`src/rtl/cpu_pkg.sv`:
```
// ============================================================================
// Module  : cpu_pkg
// Brief   : Shared register-bank constants, requester indices and FSM state type
// Revision: 1.0
// ============================================================================
`default_nettype none

package cpu_pkg;

   localparam int REG_DW = 32;
   localparam int REG_AW = 4;
   localparam int REG_N  = 16;

   localparam int WB_ALU  = 0;
   localparam int WB_LOAD = 1;
   localparam int WB_MUL  = 2;

   typedef enum logic [0:0] {
      IDLE  = 1'b0,
      WRITE = 1'b1
   } wr_state_t;

endpackage

`default_nettype wire

```
`src/rtl/reg_write_arbiter_rr_pick.sv`:
```
// ============================================================================
// Module  : rr_pick
// Brief   : Combinational round-robin picker; first request at or after ptr wins
// Revision: 1.0
// ============================================================================
`default_nettype none

module rr_pick #(
   parameter int NREQ = 3,
   parameter int PW   = 2
) (
   input  logic [NREQ-1:0] req_i,
   input  logic [PW-1:0]   ptr_i,
   output logic [NREQ-1:0] gnt_o,
   output logic [PW-1:0]   idx_o,
   output logic            found_o
);

   // Two passes: requesters at/after ptr first, then the wrapped range below ptr.
   always_comb begin
      gnt_o   = '0;
      idx_o   = '0;
      found_o = 1'b0;
      for (int j = 0; j < NREQ; j++) begin
         if (!found_o && req_i[j] && (j >= int'(ptr_i))) begin
            gnt_o[j] = 1'b1;
            idx_o    = PW'(j);
            found_o  = 1'b1;
         end
      end
      for (int j = 0; j < NREQ; j++) begin
         if (!found_o && req_i[j]) begin
            gnt_o[j] = 1'b1;
            idx_o    = PW'(j);
            found_o  = 1'b1;
         end
      end
   end

endmodule

`default_nettype wire

```
`src/rtl/reg_write_arbiter.sv`:
```
// ============================================================================
// Module  : reg_write_arbiter
// Brief   : Round-robin arbiter driving the register bank's single write port
// Config  : ZERO_REG_LOCK_EN makes register 0 read-only
// Revision: 1.0
// ============================================================================
`default_nettype none

module reg_write_arbiter
   import cpu_pkg::*;
#(
   parameter int NREQ  = 3,
   parameter int NREGS = REG_N,
   parameter int AW    = REG_AW,
   parameter int DW    = REG_DW
) (
   input  logic                 clock,
   input  logic                 clear,
   input  logic                 stall,
   input  logic [NREQ-1:0]      req,
   input  logic [NREQ*AW-1:0]   req_addr,
   input  logic [NREQ*DW-1:0]   req_data,
   output logic [NREQ-1:0]      gnt,
   output logic [NREGS-1:0]     load,
   output logic [DW-1:0]        wdata,
   output logic [NREGS-1:0]     wr_pending,
   output logic                 busy
);

   localparam int PW = $clog2(NREQ);

   wr_state_t       state_q;
   logic [PW-1:0]   ptr_q, ptr_d;
   logic [NREGS-1:0] load_q, load_d;
   logic [DW-1:0]   wdata_q, wdata_d;

   logic [NREQ-1:0] w_pick_gnt;
   logic [PW-1:0]   w_idx;
   logic            w_found;
   logic            w_xfer;
   logic            w_lock;
   logic            w_write;
   logic [AW-1:0]   w_addr;
   logic [DW-1:0]   w_data;

   rr_pick #(
      .NREQ (NREQ),
      .PW   (PW)
   ) u_rr_pick (
      .req_i   (req),
      .ptr_i   (ptr_q),
      .gnt_o   (w_pick_gnt),
      .idx_o   (w_idx),
      .found_o (w_found)
   );

   // Grant is masked during reset so nothing appears to handshake while clear is high.
   assign w_xfer = w_found && !stall && !clear;
   assign gnt    = w_xfer ? w_pick_gnt : '0;
   assign w_addr = req_addr[int'(w_idx)*AW +: AW];
   assign w_data = req_data[int'(w_idx)*DW +: DW];

`ifdef ZERO_REG_LOCK_EN
   assign w_lock = (w_addr == '0);
`else
   assign w_lock = 1'b0;
`endif

   assign w_write = w_xfer && !w_lock && (32'(w_addr) < 32'(NREGS));

   always_comb begin
      load_d  = '0;
      wdata_d = wdata_q;
      ptr_d   = ptr_q;
      for (int r = 0; r < NREGS; r++) begin
         load_d[r] = w_write && (32'(w_addr) == 32'(r));
      end
      if (w_xfer && !w_lock) begin
         wdata_d = w_data;
      end
      if (w_xfer) begin
         ptr_d = (w_idx == PW'(NREQ - 1)) ? '0 : w_idx + 1'b1;
      end
   end

   always_ff @(posedge clock or posedge clear) begin
      if (clear) begin
         state_q <= IDLE;
         ptr_q   <= '0;
         load_q  <= '0;
         wdata_q <= '0;
      end else begin
         ptr_q   <= ptr_d;
         load_q  <= load_d;
         wdata_q <= wdata_d;
         case (state_q)
            IDLE:    if (w_xfer)  state_q <= WRITE;
            WRITE:   if (!w_xfer) state_q <= IDLE;
            default: state_q <= IDLE;
         endcase
      end
   end

   assign load       = load_q;
   assign wr_pending = load_q;
   assign wdata      = wdata_q;
   assign busy       = (state_q == WRITE);

endmodule

`default_nettype wire

```
`config.mk`:
```
export PLATFORM = sky130hd
export DESIGN_NAME = reg_write_arbiter
export DESIGN_NICKNAME = d
export VERILOG_FILES = /design/src/rtl/cpu_pkg.sv /design/src/rtl/reg_write_arbiter_rr_pick.sv /design/src/rtl/reg_write_arbiter.sv
export SDC_FILE = /design/constraint.sdc
export NUM_CORES = 1
export LEC_CHECK = 0
export BUFFER_PORTS_ARGS = -buffer_cell sky130_fd_sc_hd__buf_2
export CAP_MARGIN = 20
export CORE_ASPECT_RATIO = 0.75
export CORE_MARGIN = 2
export CORE_UTILIZATION = 35
export CTS_BUF_LIST = sky130_fd_sc_hd__clkbuf_16
export CTS_CLUSTER_DIAMETER = 60
export DETAILED_ROUTE_END_ITERATION = 8
export PLACE_DENSITY_LB_ADDON = 0.3
export SLEW_MARGIN = 5
export SYNTH_ARGS = -nofsm -noshare
export SYNTH_HDL_FRONTEND = slang
export SYNTH_SLANG_ARGS = --single-unit
```
`constraint.sdc`:
```
create_clock -name clock -period 1.7 [get_ports clock]
set_clock_uncertainty 0.05 [all_clocks]
set_input_delay 0.17 -clock clock [delete_from_list [all_inputs] [get_ports clock]]
set_output_delay 0.17 -clock clock [all_outputs]
set_load 0.01 [all_outputs]
```
==> results of run 1 <==
==> synth_stat cells <==
| library cell | instances | share of area (%) |
|---|---|---|
| sky130_fd_sc_hd__nand3b_1 | 1 | 0.27 |
| sky130_fd_sc_hd__nand2b_1 | 2 | 0.45 |
| sky130_fd_sc_hd__nor3_2 | 1 | 0.36 |
| sky130_fd_sc_hd__o22ai_1 | 1 | 0.22 |
| sky130_fd_sc_hd__o31ai_1 | 1 | 0.27 |
| sky130_fd_sc_hd__buf_6 | 1 | 0.40 |
| sky130_fd_sc_hd__inv_2 | 1 | 0.13 |
| sky130_fd_sc_hd__a2111oi_0 | 1 | 0.31 |
| sky130_fd_sc_hd__a21oi_1 | 3 | 0.54 |
| sky130_fd_sc_hd__or3_1 | 1 | 0.22 |
| sky130_fd_sc_hd__a21o_2 | 1 | 0.31 |
| sky130_fd_sc_hd__a21o_1 | 1 | 0.27 |
| sky130_fd_sc_hd__dfrtp_1 | 51 | 46 |
| sky130_fd_sc_hd__buf_4 | 21 | 5.6 |
| sky130_fd_sc_hd__o211ai_1 | 33 | 8.9 |
| sky130_fd_sc_hd__nor2_1 | 9 | 1.2 |
| sky130_fd_sc_hd__a31oi_1 | 2 | 0.45 |
| sky130_fd_sc_hd__mux2i_1 | 34 | 12 |
| sky130_fd_sc_hd__nor2b_1 | 1 | 0.22 |
| sky130_fd_sc_hd__clkbuf_1 | 8 | 1.1 |
| sky130_fd_sc_hd__a211oi_1 | 1 | 0.27 |
| sky130_fd_sc_hd__o21ai_0 | 1 | 0.18 |
| sky130_fd_sc_hd__o32ai_1 | 1 | 0.31 |
| sky130_fd_sc_hd__o21ai_1 | 1 | 0.18 |
| sky130_fd_sc_hd__o2111ai_1 | 1 | 0.31 |
| sky130_fd_sc_hd__buf_2 | 3 | 0.54 |
| sky130_fd_sc_hd__o21ai_2 | 1 | 0.31 |
| sky130_fd_sc_hd__nand2b_2 | 1 | 0.31 |
| sky130_fd_sc_hd__o31a_1 | 1 | 0.31 |
| sky130_fd_sc_hd__nand3_1 | 33 | 5.9 |
| sky130_fd_sc_hd__buf_1 | 2 | 0.27 |
| sky130_fd_sc_hd__a21oi_4 | 1 | 0.58 |
| sky130_fd_sc_hd__nand2_1 | 35 | 4.7 |
| sky130_fd_sc_hd__or4_4 | 1 | 0.40 |
| sky130_fd_sc_hd__mux2_2 | 5 | 2.0 |
| sky130_fd_sc_hd__inv_1 | 5 | 0.67 |
| sky130_fd_sc_hd__nor3_1 | 17 | 3.0 |
| sky130_fd_sc_hd__mux2i_2 | 1 | 0.49 |
==> per-layer routing <==
layer | global-route usage (%) | up-vias | share of wire (%)
met3 | 2.33 | 6 | 5.2
met2 | 34.5 | 98 | 51
met1 | 26.1 | 1453 | 43
met5 | 0 | - | 0
met4 | 4.55 | 0 | 0.81
li1 | - | 1398 | -
==> path summary, 6_finish.rpt <==
| path | endpoint | startpoint | slack (ns) | cells after the start |
|---|---|---|---|---|
| min | wdata[30] | req_data[62] | 0.08 | 3 |
| max | load[11] | ptr_q[0] | -0.13 | 5 |
| max reg2reg | load[11] | ptr_q[0] | -0.13 | 5 |
| min in group asynchronous | load[5] | clear | 0.47 | 3 |
| min reg2reg | wdata[30] | wdata[30] | 0.44 | 2 |
| max in group asynchronous | wdata[19] | clear | 0.59 | 4 |
==> sequential cells by signal (all words and copies together), names as in the netlist <==
name / count
ptr_q: 2
wdata: 32
load: 16
busy: 1
==> what timing repair did <==
item / in CTS / in global routing
pin swaps: 17 / 19
hold buffers: 1 / 0
setup endpoints to repair: 51 / 51
buffers inserted: 11 / 3
hold endpoints to repair: 23 / 0
gates cloned: 2 / 2
resized for setup: 34 / 26
==> kinds of logic after synthesis <==
logic type             share of synthesized area, %
buffers and inverters                          8.74
and+or+nand+nor                                17.1
AOI/OAI and AO/OA                              13.7
DFF                                            45.7
muxes                                          14.7
==> power groups by stage <==
stage | Combinational (mW) | Clock (mW) | Sequential (mW)
CTS | 1.37 | 1.02 | 1.49
floorplan | 0.569 | 0 | 1.61
global route | 1.56 | 1.06 | 1.52
detailed placement | 1.22 | 0 | 1.52
global placement | 1.20 | 0 | 1.51
finish | 1.44 | 0.986 | 1.50
==> per-stage QoR <==
| step | area (µm²) | power (mW) |
|---|---|---|
| 2_1_floorplan | 2850 | 2.18 |
| 3_3_place_gp | 3920 | 2.71 |
| 3_5_place_dp | 3920 | 2.74 |
| 4_1_cts | 4330 | 3.88 |
| 5_1_grt | 4470 | 4.14 |
| 6_report | 4470 | 3.92 |
==> final cells by class <==
cell class	instances	area (µm²)
clock buffer	5	125
clock inverter	3	20.0
fill	695	3350
inverter	6	22.5
multi-input combinational	193	1520
sequential	51	1280
tap	105	131
timing repair buffer	222	1370
==> worst max-delay path, cell delays in order (launching register included) <==
cell	delay [ns]
sky130_fd_sc_hd__dfrtp_2	0.42
sky130_fd_sc_hd__nor2b_4	0.14
sky130_fd_sc_hd__o211ai_1	0.24
sky130_fd_sc_hd__nor2_1	0.09
sky130_fd_sc_hd__or4_4	0.64
sky130_fd_sc_hd__nor3_2	0.18
==> report_table.html, run 1 <==
<table>
<tr><th>Metric</th><th>Value</th></tr>
<tr><th colspan="2">Synthesis</th></tr>
<tr><td>Number of warnings printed during yosys synthesis</td><td>0</td></tr>
<tr><td>Average size of a mapped cell</td><td>9.79 µm²</td></tr>
<tr><td>Number of different library cells in the post-synthesis netlist</td><td>38</td></tr>
<tr><td>Sequential area share after synthesis</td><td>45.7%</td></tr>
<tr><td>Number of synthesized register bits</td><td>51</td></tr>
<tr><td>Post-synthesis cell area</td><td>about 2800 µm²</td></tr>
<tr><td>Syn Inst Count</td><td>between 200 and 300</td></tr>
<tr><td>Nets in the synthesized netlist</td><td>~400</td></tr>
<tr><th colspan="2">Route</th></tr>
<tr><td>Total wire length after detailed routing</td><td>9130 µm</td></tr>
<tr><td>Count of TritonRoute iterations in the first routing pass</td><td>4</td></tr>
<tr><td>Routed length per placed instance</td><td>15.6 µm</td></tr>
<tr><td>Via total after detailed routing</td><td>just under 3000</td></tr>
<tr><td>Iter 0 DRT Violations</td><td>130</td></tr>
<tr><td>Routed via count divided by cell count</td><td>slightly above 5</td></tr>
<tr><td>DRC Markers</td><td>0</td></tr>
<tr><td>Number of nets still failing antenna checks after routing</td><td>0</td></tr>
<tr><th colspan="2">Clock network</th></tr>
<tr><td>Clock tree root driver cell</td><td>sky130_fd_sc_hd__clkbuf_16</td></tr>
<tr><td>Number of sinks driven by the clock tree</td><td>just over 50</td></tr>
<tr><td>H-tree depth</td><td>2</td></tr>
<tr><td>Clock network latency to the later pin of the worst-skew pair</td><td>around 0.28 ns</td></tr>
<tr><td>Clock tree from TritonCTS</td><td>done</td></tr>
<tr><td>CTS Buffer Depth</td><td>2</td></tr>
<tr><td>Number of buffers created by CTS</td><td>5</td></tr>
<tr><td>Reg clk slew, reported paths</td><td>approximately 0.07 ns</td></tr>
<tr><th colspan="2">STA</th></tr>
<tr><td>Portion of the clock cycle consumed by the worst path in the final layout</td><td>107%</td></tr>
<tr><td>Slew @ Worst Pin</td><td>0.556 ns</td></tr>
<tr><td>Highest achievable clock rate</td><td>between 0.5 and 0.6 GHz</td></tr>
<tr><td>Final Critical Period</td><td>1.83 ns</td></tr>
<tr><td>Slew Viols, Final</td><td>0</td></tr>
<tr><td>Aggregate negative setup slack</td><td>-3.75 ns</td></tr>
<tr><td>Unrepaired setup endpoints after global routing</td><td>yes</td></tr>
<tr><td>Worst slack on hold paths</td><td>a little over 0.08 ns</td></tr>
<tr><td>Final Hold Violating Endpoints</td><td>0</td></tr>
<tr><td>Setup violations, final</td><td>51</td></tr>
<tr><td>Worst slew margin relative to its limit</td><td>62.9%</td></tr>
<tr><td>Final worst-path setup slack</td><td>-0.126 ns</td></tr>
<tr><th colspan="2">Cells and area</th></tr>
<tr><td>Area growth syn-to-layout</td><td>60.0%</td></tr>
<tr><td>Most common cell after layout, fill and taps aside</td><td>sky130_fd_sc_hd__buf_2</td></tr>
<tr><td>Finished Layout Cells</td><td>about 590</td></tr>
<tr><td>Final Util</td><td>a little under three fifths</td></tr>
<tr><td>Share of layout cells above drive strength 1</td><td>between 50% and 60%</td></tr>
<tr><td>Count of inserted antenna diode cells</td><td>0</td></tr>
<tr><td>Commonest cells after routing, fill and taps aside</td><td>sky130_fd_sc_hd__buf_2, sky130_fd_sc_hd__dfrtp_1, sky130_fd_sc_hd__nand2_1, sky130_fd_sc_hd__o211ai_1, sky130_fd_sc_hd__nand3_1</td></tr>
<tr><td>Final-stage net count</td><td>between 500 and 600</td></tr>
<tr><th colspan="2">Floorplan</th></tr>
<tr><td>Overall die height</td><td>between 80 and 90 µm</td></tr>
<tr><td>Count of pins on the block boundary</td><td>between 150 and 200</td></tr>
<tr><td>Site Rows</td><td>28</td></tr>
<tr><td>Die area</td><td>about 8700 µm²</td></tr>
<tr><td>Standard cell core area</td><td>7810 µm²</td></tr>
<tr><td>Die width</td><td>around 110 µm</td></tr>
<tr><td>Effective utilization at floorplan</td><td>a little over a third</td></tr>
<tr><th colspan="2">Setup path</th></tr>
<tr><td>Max FO, Critical Path</td><td>8</td></tr>
<tr><td>Data required time of the critical path</td><td>1.86 ns</td></tr>
<tr><td>Worst Setup Path Type</td><td>flip-flop to flip-flop</td></tr>
<tr><td>Worst endpoint data arrival time</td><td>around 2.0 ns</td></tr>
<tr><td>Critical Path End Type</td><td>flip-flop</td></tr>
<tr><td>Startpoint class of the critical path</td><td>flip-flop</td></tr>
<tr><th colspan="2">Power</th></tr>
<tr><td>Portion of total power attributed to the clock network</td><td>25.2%</td></tr>
<tr><td>Sequential cell fraction of total power</td><td>a little under two fifths</td></tr>
<tr><td>Comb power frac</td><td>36.7%</td></tr>
<tr><td>Net load switching power</td><td>approximately 1.3 mW</td></tr>
<tr><td>Pwr per Cell Area</td><td>878 nW/µm²</td></tr>
<tr><td>Switching power as a share of total power</td><td>32.5%</td></tr>
<tr><td>Lkg Pwr</td><td>about 2.2 nW</td></tr>
<tr><td>Internal cell power</td><td>approximately 2.6 mW</td></tr>
<tr><td>Max rail drop VDD</td><td>0.401 mV</td></tr>
<tr><th colspan="2">Place</th></tr>
<tr><td>DP Wirelength</td><td>6560 µm</td></tr>
<tr><td>Port Buffers</td><td>~180</td></tr>
<tr><td>Number of instances in the placed design</td><td>563</td></tr>
<tr><td>Worst setup slack before clock tree synthesis</td><td>-0.215 ns</td></tr>
<tr><td>Gpl congestion</td><td>about 0.82</td></tr>
<tr><th colspan="2">Global routing</th></tr>
<tr><td>Largest net degree at the start of global routing</td><td>29</td></tr>
<tr><td>Number of antenna violations at the first check in global routing</td><td>0</td></tr>
<tr><td>Total GRT Usage</td><td>between 10% and 20%</td></tr>
<tr><td>Wire length of the first global-routing pass</td><td>approximately 13000 µm</td></tr>
<tr><td>Total congestion overflow after global routing</td><td>0</td></tr>
<tr><td>Number of global-route vias before repair</td><td>approximately 2700</td></tr>
<tr><th colspan="2">Min path</th></tr>
<tr><td>Worst hold path class</td><td>input pin to flip-flop</td></tr>
<tr><th colspan="2">Run status</th></tr>
<tr><td>Violations in the final reports</td><td>setup timing</td></tr>
<tr><td>Outcome</td><td>finished, violations left</td></tr>
<tr><th colspan="2">Job</th></tr>
<tr><td>Max-cap viol count</td><td>0</td></tr>
</table>
(Power assumes the default switching activity.)
==> run 2, diff against run 1 <==
ABC_AREA = 1   (was default)
==> report_table.html, run 2 <==
<table>
<tr><th>Metric</th><th>Value</th></tr>
<tr><th colspan="2">Run status</th></tr>
<tr><td>Outcome</td><td>finished, violations left</td></tr>
<tr><td>Violations in the final reports</td><td>setup timing</td></tr>
<tr><th colspan="2">Clock network</th></tr>
<tr><td>CTS Buffer Depth</td><td>2</td></tr>
<tr><td>Number of sinks driven by the clock tree</td><td>between 50 and 60</td></tr>
<tr><td>Clock tree from TritonCTS</td><td>done</td></tr>
<tr><td>Reg clk slew, reported paths</td><td>approximately 0.070 ns</td></tr>
<tr><td>Clock network latency to the later pin of the worst-skew pair</td><td>around 0.28 ns</td></tr>
<tr><td>Clock tree root driver cell</td><td>sky130_fd_sc_hd__clkbuf_16</td></tr>
<tr><td>Number of buffers created by CTS</td><td>5</td></tr>
<tr><td>H-tree depth</td><td>2</td></tr>
<tr><th colspan="2">Synthesis</th></tr>
<tr><td>Number of warnings printed during yosys synthesis</td><td>0</td></tr>
<tr><td>Asr flop ratio synth</td><td>between 90% and 100%</td></tr>
<tr><td>Post-synthesis cell area</td><td>around 3100 µm²</td></tr>
<tr><td>Top cell types by occurrence after synthesis</td><td>sky130_fd_sc_hd__nand2_1, sky130_fd_sc_hd__dfrtp_1, sky130_fd_sc_hd__nor2_1, sky130_fd_sc_hd__inv_1, sky130_fd_sc_hd__buf_4</td></tr>
<tr><td>Number of synthesized register bits</td><td>a little over 50</td></tr>
<tr><td>Sequential area share after synthesis</td><td>about two fifths</td></tr>
<tr><td>Number of different library cells in the post-synthesis netlist</td><td>26</td></tr>
<tr><td>Dominant cell by count in the synthesized netlist</td><td>sky130_fd_sc_hd__nand2_1</td></tr>
<tr><td>Nets in the synthesized netlist</td><td>between 500 and 600</td></tr>
<tr><td>Cell types with the largest area share after synthesis</td><td>sky130_fd_sc_hd__dfrtp_1, sky130_fd_sc_hd__nand2_1, sky130_fd_sc_hd__buf_4</td></tr>
<tr><td>Average size of a mapped cell</td><td>7.39 µm²</td></tr>
<tr><td>Syn Inst Count</td><td>between 400 and 500</td></tr>
<tr><td>Portion of synthesized cell area occupied by the leading cell type</td><td>41.4%</td></tr>
<tr><td>Primary flip-flop cell chosen by synthesis mapping</td><td>sky130_fd_sc_hd__dfrtp_1</td></tr>
<tr><td>Number of enable-type register cells in the synthesized netlist</td><td>0</td></tr>
<tr><td>Cell accounting for the most synthesized area</td><td>sky130_fd_sc_hd__dfrtp_1</td></tr>
<tr><th colspan="2">Power</th></tr>
<tr><td>Max rail drop VDD</td><td>roughly 0.55 mV</td></tr>
<tr><td>Lkg Pwr</td><td>2.79 nW</td></tr>
<tr><td>Comb power frac</td><td>44.3%</td></tr>
<tr><td>Portion of total power attributed to the clock network</td><td>a little over a fifth</td></tr>
<tr><td>Net load switching power</td><td>1.60 mW</td></tr>
<tr><td>Sequential cell fraction of total power</td><td>34.6%</td></tr>
<tr><td>Internal cell power</td><td>2.89 mW</td></tr>
<tr><td>Pwr per Cell Area</td><td>roughly 940 nW/µm²</td></tr>
<tr><td>Switching power as a share of total power</td><td>between 30% and 40%</td></tr>
<tr><th colspan="2">Setup path</th></tr>
<tr><td>RR Startpoint</td><td>ptr_q[1]</td></tr>
<tr><td>CP peak stage delay</td><td>between 0.4 and 0.5 ns</td></tr>
<tr><td>Cell-by-cell listing of the critical path</td><td>inv_2, nand3_4, nand3_2, nor2_2, nand3_1, nand2_2, buf_8, nor2_1, nand2_1, inv_1, buf_6</td></tr>
<tr><td>Register-to-Register Path Depth</td><td>12</td></tr>
<tr><td>Slowest cell on crit path</td><td>sky130_fd_sc_hd__dfrtp_1</td></tr>
<tr><td>Top Family by Delay on Critical Path</td><td>simple AND/OR/NAND/NOR gates</td></tr>
<tr><td>Crit path buffers/inverters</td><td>4</td></tr>
<tr><td>Worst Setup Path Type</td><td>flip-flop to primary output</td></tr>
<tr><td>Max FO, Critical Path</td><td>5</td></tr>
<tr><td>Startpoint class of the critical path</td><td>flip-flop</td></tr>
<tr><td>Critical R2R Capture</td><td>wdata[13]</td></tr>
<tr><td>Worst endpoint data arrival time</td><td>1.72 ns</td></tr>
<tr><td>Critical Path End Type</td><td>primary output</td></tr>
<tr><td>Data required time of the critical path</td><td>roughly 1.5 ns</td></tr>
<tr><td>Setup slack, reg-to-reg</td><td>-0.17 ns</td></tr>
<tr><th colspan="2">Global routing</th></tr>
<tr><td>Number of global-route vias before repair</td><td>roughly 3200</td></tr>
<tr><td>Wire length of the first global-routing pass</td><td>~15000 µm</td></tr>
<tr><td>Number of antenna violations at the first check in global routing</td><td>1</td></tr>
<tr><td>Total GRT Usage</td><td>19.2%</td></tr>
<tr><td>Total congestion overflow after global routing</td><td>0</td></tr>
<tr><td>Largest net degree at the start of global routing</td><td>29</td></tr>
<tr><th colspan="2">Route</th></tr>
<tr><td>Via total after detailed routing</td><td>3359</td></tr>
<tr><td>Iter 0 DRT Violations</td><td>roughly 120</td></tr>
<tr><td>Routed via count divided by cell count</td><td>4.66</td></tr>
<tr><td>Number of nets still failing antenna checks after routing</td><td>0</td></tr>
<tr><td>Routed length per placed instance</td><td>between 10 and 15 µm</td></tr>
<tr><td>Count of TritonRoute iterations in the first routing pass</td><td>4</td></tr>
<tr><td>DRC Markers</td><td>0</td></tr>
<tr><td>Total wire length after detailed routing</td><td>a little under 10000 µm</td></tr>
<tr><th colspan="2">Cells and area</th></tr>
<tr><td>Most common cell after layout, fill and taps aside</td><td>sky130_fd_sc_hd__buf_2</td></tr>
<tr><td>Final Util</td><td>between 50% and 60%</td></tr>
<tr><td>Flip-flop count of the largest register after layout</td><td>32</td></tr>
<tr><td>Commonest cells after routing, fill and taps aside</td><td>sky130_fd_sc_hd__buf_2, sky130_fd_sc_hd__nand2_1, sky130_fd_sc_hd__dfrtp_1, sky130_fd_sc_hd__nor2_1, sky130_fd_sc_hd__inv_1</td></tr>
<tr><td>Share of layout cells above drive strength 1</td><td>50.3%</td></tr>
<tr><td>Final-stage net count</td><td>about 730</td></tr>
<tr><td>Area growth syn-to-layout</td><td>55.0%</td></tr>
<tr><th colspan="2">Min path</th></tr>
<tr><td>Beginning of the worst hold path</td><td>req_data[33]</td></tr>
<tr><td>Hold Path Stages</td><td>3</td></tr>
<tr><td>Worst hold path class</td><td>input pin to flip-flop</td></tr>
<tr><td>Destination of the worst hold path</td><td>wdata[1]</td></tr>
<tr><th colspan="2">Floorplan</th></tr>
<tr><td>Die area</td><td>9580 µm²</td></tr>
<tr><td>Site Rows</td><td>29</td></tr>
<tr><td>Standard cell core area</td><td>approximately 8500 µm²</td></tr>
<tr><td>Die width</td><td>112 µm</td></tr>
<tr><td>Effective utilization at floorplan</td><td>a little over a third</td></tr>
<tr><td>Count of pins on the block boundary</td><td>~180</td></tr>
<tr><td>Overall die height</td><td>85.3 µm</td></tr>
<tr><th colspan="2">Place</th></tr>
<tr><td>DP Wirelength</td><td>7220 µm</td></tr>
<tr><td>Gpl congestion</td><td>0.864</td></tr>
<tr><td>Worst setup slack before clock tree synthesis</td><td>-0.0516 ns</td></tr>
<tr><td>Port Buffers</td><td>between 150 and 200</td></tr>
<tr><th colspan="2">STA</th></tr>
<tr><td>Slew Viols, Final</td><td>0</td></tr>
<tr><td>Portion of the clock cycle consumed by the worst path in the final layout</td><td>114%</td></tr>
<tr><td>Worst slew margin relative to its limit</td><td>a little under two thirds</td></tr>
<tr><td>Final worst-path setup slack</td><td>-0.240 ns</td></tr>
<tr><td>Unrepaired setup endpoints after global routing</td><td>yes</td></tr>
<tr><td>Final Hold Violating Endpoints</td><td>0</td></tr>
<tr><td>Setup violations, final</td><td>46</td></tr>
<tr><td>Slew @ Worst Pin</td><td>roughly 0.54 ns</td></tr>
<tr><td>Final Critical Period</td><td>approximately 1.9 ns</td></tr>
<tr><td>Highest achievable clock rate</td><td>between 0.5 and 0.6 GHz</td></tr>
<tr><th colspan="2">Job</th></tr>
<tr><td>Max-cap viol count</td><td>0</td></tr>
</table>
[run 2: power by group through the flow]
stage          clock (mW)  combinational [mW]  sequential, mW
2_1_floorplan           0               0.826            1.65
3_3_place_gp            0                1.53            1.56
3_5_place_dp            0                1.56            1.56
4_1_cts             0.979                1.74            1.55
5_1_grt              1.03                2.18            1.58
6_report            0.947                1.99            1.55
[run 2: per-layer routing]
metal / global-route usage (%) / share of wire, %
met3: 5.07 / 7.3
met1: 24.8 / 45
met2: 33.5 / 47
met5: 0 / 0
met4: 2.66 / 0.34
[run 2: worst max-delay path by stage]
stage	from	depth (start not counted)	endpoint
floorplan	ptr_q[1]	10	gnt[2]
global placement	ptr_q[1]	10	wdata[4]
detailed placement	ptr_q[1]	10	wdata[4]
CTS	ptr_q[1]	10	gnt[2]
global route	ptr_q[0]	10	gnt[2]
finish	ptr_q[0]	11	gnt[0]
[run 2: kinds of logic (layout without fill, tap and decap cells)]
kind of cell,after synthesis,in the layout,share of synthesized area [%]
buffers and inverters,75,270,12.9
flip-flops,51,51,41.4
other,0,1,0
AND/OR/NAND/NOR,224,224,31.4
AO/OA/AOI/OAI,67,67,14.3
[run 2: timing repair]
item                       CTS  global route
setup endpoints to repair   32            51
setup buffers               12            10
pin swaps                   12            40
hold buffers                 1             0
hold endpoints to repair    23             0
gates resized for setup     38            76
gates cloned                 0             2
[run 2: through the flow]
stage                     cell area, µm²  hold slack [ns]  instances  setup TNS, ns  power, mW
after floorplan                     3080            0.255        417              0       2.48
after global placement              4110            0.191        691       -0.00126       3.09
after detailed placement            4110            0.218        691         -0.485       3.12
after CTS                           4470           0.0705        711          -1.92       4.27
after global routing                4770           0.0720        720         -10.54       4.79
final                               4780           0.0711        721          -4.13       4.49
[run 2: worst reg2reg max path, stage by stage (launching register included)]
cell,delay (ns)
sky130_fd_sc_hd__dfrtp_1,0.41
sky130_fd_sc_hd__inv_2,0.11
sky130_fd_sc_hd__nand3_4,0.10
sky130_fd_sc_hd__nand3_2,0.08
sky130_fd_sc_hd__nor2_2,0.04
sky130_fd_sc_hd__nand3_1,0.09
sky130_fd_sc_hd__nand2_2,0.11
sky130_fd_sc_hd__buf_8,0.15
sky130_fd_sc_hd__buf_6,0.12
sky130_fd_sc_hd__clkbuf_16,0.14
sky130_fd_sc_hd__or2_4,0.22
sky130_fd_sc_hd__o211ai_2,0.06
sky130_fd_sc_hd__nand2_1,0.07
[run 2: layout make-up]
class,instances,area (µm²)
Antenna cell,1,2.50
Clock buffer,5,125
Clock inverter,3,16.3
Fill cell,820,3710
Inverter,37,144
Multi-Input combinational cell,291,1640
Sequential cell,51,1280
Tap cell,108,135
Timing Repair Buffer,225,1440
==> run 3, diff against run 2 <==
CTS_BUF_LIST = sky130_fd_sc_hd__clkbuf_8   (was sky130_fd_sc_hd__clkbuf_16)
==> report_table.html, run 3 (same netlist as run 2, synthesis figures left out) <==
<table>
<tr><th>Metric</th><th>Value</th></tr>
<tr><th colspan="2">Global routing</th></tr>
<tr><td>Number of global-route vias before repair</td><td>3202</td></tr>
<tr><td>Total congestion overflow after global routing</td><td>0</td></tr>
<tr><td>Number of antenna violations at the first check in global routing</td><td>1</td></tr>
<tr><td>Largest net degree at the start of global routing</td><td>29</td></tr>
<tr><td>Total GRT Usage</td><td>between 10% and 20%</td></tr>
<tr><td>Wire length of the first global-routing pass</td><td>approximately 15000 µm</td></tr>
<tr><th colspan="2">Cells and area</th></tr>
<tr><td>Fill cell instance count of the final layout</td><td>836</td></tr>
<tr><td>Share of layout cells above drive strength 1</td><td>between 40% and 50%</td></tr>
<tr><td>Final-stage net count</td><td>roughly 730</td></tr>
<tr><td>Most common cell after layout, fill and taps aside</td><td>sky130_fd_sc_hd__buf_2</td></tr>
<tr><td>Flip-flop count of the largest register after layout</td><td>32</td></tr>
<tr><td>Commonest cells after routing, fill and taps aside</td><td>sky130_fd_sc_hd__buf_2, sky130_fd_sc_hd__nand2_1, sky130_fd_sc_hd__dfrtp_1, sky130_fd_sc_hd__nor2_1, sky130_fd_sc_hd__inv_1</td></tr>
<tr><td>Area growth syn-to-layout</td><td>49.0%</td></tr>
<tr><th colspan="2">Clock network</th></tr>
<tr><td>Number of sinks driven by the clock tree</td><td>slightly above 50</td></tr>
<tr><td>Number of buffers created by CTS</td><td>5</td></tr>
<tr><td>Clock tree root driver cell</td><td>sky130_fd_sc_hd__clkbuf_8</td></tr>
<tr><td>H-tree depth</td><td>2</td></tr>
<tr><td>Reg clk slew, reported paths</td><td>around 0.09 ns</td></tr>
<tr><td>CTS Buffer Depth</td><td>2</td></tr>
<tr><td>Clock network latency to the later pin of the worst-skew pair</td><td>between 0.2 and 0.3 ns</td></tr>
<tr><td>Clock tree from TritonCTS</td><td>done</td></tr>
<tr><th colspan="2">Route</th></tr>
<tr><td>Met1 layer wirelength in the final routing</td><td>4350 µm</td></tr>
<tr><td>DRC Markers</td><td>0</td></tr>
<tr><td>Routed length per placed instance</td><td>13.5 µm</td></tr>
<tr><td>Count of TritonRoute iterations in the first routing pass</td><td>5</td></tr>
<tr><td>Iter 0 DRT Violations</td><td>between 100 and 150</td></tr>
<tr><td>Via total after detailed routing</td><td>approximately 3400</td></tr>
<tr><td>Metal2 WL</td><td>around 4600 µm</td></tr>
<tr><td>Max layer used</td><td>met4</td></tr>
<tr><td>Number of nets still failing antenna checks after routing</td><td>0</td></tr>
<tr><td>Routed via count divided by cell count</td><td>4.69</td></tr>
<tr><td>Total wire length after detailed routing</td><td>slightly below 10000 µm</td></tr>
<tr><td>Total length of routed met3 wires</td><td>about 820 µm</td></tr>
<tr><th colspan="2">Power</th></tr>
<tr><td>Max rail drop VDD</td><td>roughly 0.48 mV</td></tr>
<tr><td>Pwr per Cell Area</td><td>around 900 nW/µm²</td></tr>
<tr><td>Lkg Pwr</td><td>2.68 nW</td></tr>
<tr><th colspan="2">Setup path</th></tr>
<tr><td>Critical Path End Type</td><td>primary output</td></tr>
<tr><td>Crit path buffers/inverters</td><td>4</td></tr>
<tr><td>CP peak stage delay</td><td>roughly 0.40 ns</td></tr>
<tr><td>Slowest cell on crit path</td><td>sky130_fd_sc_hd__dfrtp_1</td></tr>
<tr><td>Worst endpoint data arrival time</td><td>about 1.8 ns</td></tr>
<tr><td>Cell-by-cell listing of the critical path</td><td>inv_2, nand2_2, nand3_2, nor2_2, nand3_1, nand2_2, buf_8, nor2_1, nand2_1, inv_1, buf_6</td></tr>
<tr><td>Startpoint class of the critical path</td><td>flip-flop</td></tr>
<tr><td>Worst Setup Path Type</td><td>flip-flop to primary output</td></tr>
<tr><td>Top Family by Delay on Critical Path</td><td>simple AND/OR/NAND/NOR gates</td></tr>
<tr><td>Max FO, Critical Path</td><td>4</td></tr>
<tr><td>Cell repeated most along the worst path</td><td>sky130_fd_sc_hd__nand2_2</td></tr>
<tr><td>Data required time of the critical path</td><td>~1.5 ns</td></tr>
<tr><th colspan="2">Floorplan</th></tr>
<tr><td>Die area</td><td>roughly 9600 µm²</td></tr>
<tr><td>Overall die height</td><td>85.3 µm</td></tr>
<tr><td>Effective utilization at floorplan</td><td>between 30% and 40%</td></tr>
<tr><td>Die width</td><td>roughly 110 µm</td></tr>
<tr><td>Count of pins on the block boundary</td><td>182</td></tr>
<tr><td>Site Rows</td><td>29</td></tr>
<tr><td>Standard cell core area</td><td>approximately 8500 µm²</td></tr>
<tr><th colspan="2">STA</th></tr>
<tr><td>Portion of the clock cycle consumed by the worst path in the final layout</td><td>116%</td></tr>
<tr><td>Final Critical Period</td><td>approximately 2.0 ns</td></tr>
<tr><td>Highest achievable clock rate</td><td>about 0.51 GHz</td></tr>
<tr><td>Setup violations, final</td><td>51</td></tr>
<tr><td>Slew Viols, Final</td><td>0</td></tr>
<tr><td>Aggregate negative setup slack</td><td>-5.68 ns</td></tr>
<tr><td>Final worst-path setup slack</td><td>-0.271 ns</td></tr>
<tr><td>Final Hold Violating Endpoints</td><td>0</td></tr>
<tr><td>Worst slew margin relative to its limit</td><td>between 60% and 70%</td></tr>
<tr><td>Unrepaired setup endpoints after global routing</td><td>yes</td></tr>
<tr><td>Slew @ Worst Pin</td><td>about 0.55 ns</td></tr>
<tr><th colspan="2">Place</th></tr>
<tr><td>DP Wirelength</td><td>roughly 7200 µm</td></tr>
<tr><td>Worst setup slack before clock tree synthesis</td><td>-0.0516 ns</td></tr>
<tr><td>Gpl congestion</td><td>roughly 0.86</td></tr>
<tr><td>Port Buffers</td><td>about 180</td></tr>
<tr><th colspan="2">Run status</th></tr>
<tr><td>Violations in the final reports</td><td>setup timing</td></tr>
<tr><td>Outcome</td><td>finished, violations left</td></tr>
<tr><th colspan="2">Min path</th></tr>
<tr><td>Worst hold path class</td><td>input pin to flip-flop</td></tr>
<tr><th colspan="2">Job</th></tr>
<tr><td>Max-cap viol count</td><td>0</td></tr>
</table>
==> run 3: cell count changes in the layout (fill, tap and decap cells not counted), moves of 3 or more <==
| cell | previous run | this run |
|---|---|---|
| sky130_fd_sc_hd__clkbuf_8 | 0 | 5 |
| sky130_fd_sc_hd__a21oi_2 | 12 | 1 |
| sky130_fd_sc_hd__nand2_1 | 115 | 127 |
| sky130_fd_sc_hd__a21oi_1 | 9 | 20 |
| sky130_fd_sc_hd__buf_4 | 19 | 25 |
| sky130_fd_sc_hd__clkbuf_16 | 7 | 2 |
| sky130_fd_sc_hd__nor2_1 | 41 | 38 |
| sky130_fd_sc_hd__buf_6 | 15 | 9 |
| sky130_fd_sc_hd__nand2_4 | 14 | 4 |
==> run 3: path summary, 6_finish.rpt <==
check	from	endpoint	slack, ns	cells after the start
min	req_data[33]	wdata[1]	0.06	3
max reg2reg	ptr_q[1]	load[0]	-0.16	11
min reg2reg	wdata[0]	wdata[0]	0.44	2
min in group asynchronous	clear	ptr_q[1]	0.44	3
max in group asynchronous	clear	wdata[2]	0.63	4
max	ptr_q[1]	gnt[0]	-0.27	11
==> run 3: area by class of cell <==
type / count / area (µm²) / share of cell area [%]
clock inverters: 3 / 16.3 / 0.354
repair buffers: 225 / 1420 / 30.8
well taps: 108 / 135 / 2.94
flip-flops and latches: 51 / 1280 / 27.8
clock buffers: 5 / 68.8 / 1.50
diodes: 1 / 2.50 / 0.0545
inverters: 37 / 144 / 3.13
multi-input cells: 291 / 1540 / 33.4
==> run 3: worst register-to-register path: cells and delay by family, from the launching register on <==
| kind | cells | cell delay (ns) |
|---|---|---|
| buffers and inverters | 2 | 0.31 |
| DFF | 1 | 0.40 |
| and+or+nand+nor | 9 | 1.03 |
==> run 3: layer usage <==
layer,GRT usage (%),up-vias
met4,2.77,0
met1,25.5,1538
li1,-,1693
met2,33.5,147
met5,0,-
met3,5.00,4
==> run 3: repair_timing <==
action / in CTS / in global routing
buffers inserted: 12 / 7
hold buffers: 1 / 0
pin swaps: 12 / 9
setup endpoints to repair: 34 / 51
gates cloned: 0 / 3
gates resized for setup: 21 / 55
endpoints found under the hold margin: 23 / 0
==> run 3: power by group <==
| part | switching, mW | internal (mW) |
|---|---|---|
| Combinational | 1.02 | 0.893 |
| Clock | 0.383 | 0.282 |
| Sequential | 0.126 | 1.42 |
| Total | 1.53 | 2.60 |
==> run 3: metrics by stage <==
step                      util, %  std cells  hold slack [ns]  cell area (µm²)  total power [mW]
final                        54.1        721           0.0553             4590              4.13
after global routing         54.1        720           0.0435             4590              4.43
after CTS                    51.4        712           0.0496             4370              3.95
after detailed placement     48.4        691            0.218             4110              3.12
after global placement       48.4        691            0.191             4110              3.09
after floorplan                 -        417            0.255             3080              2.48
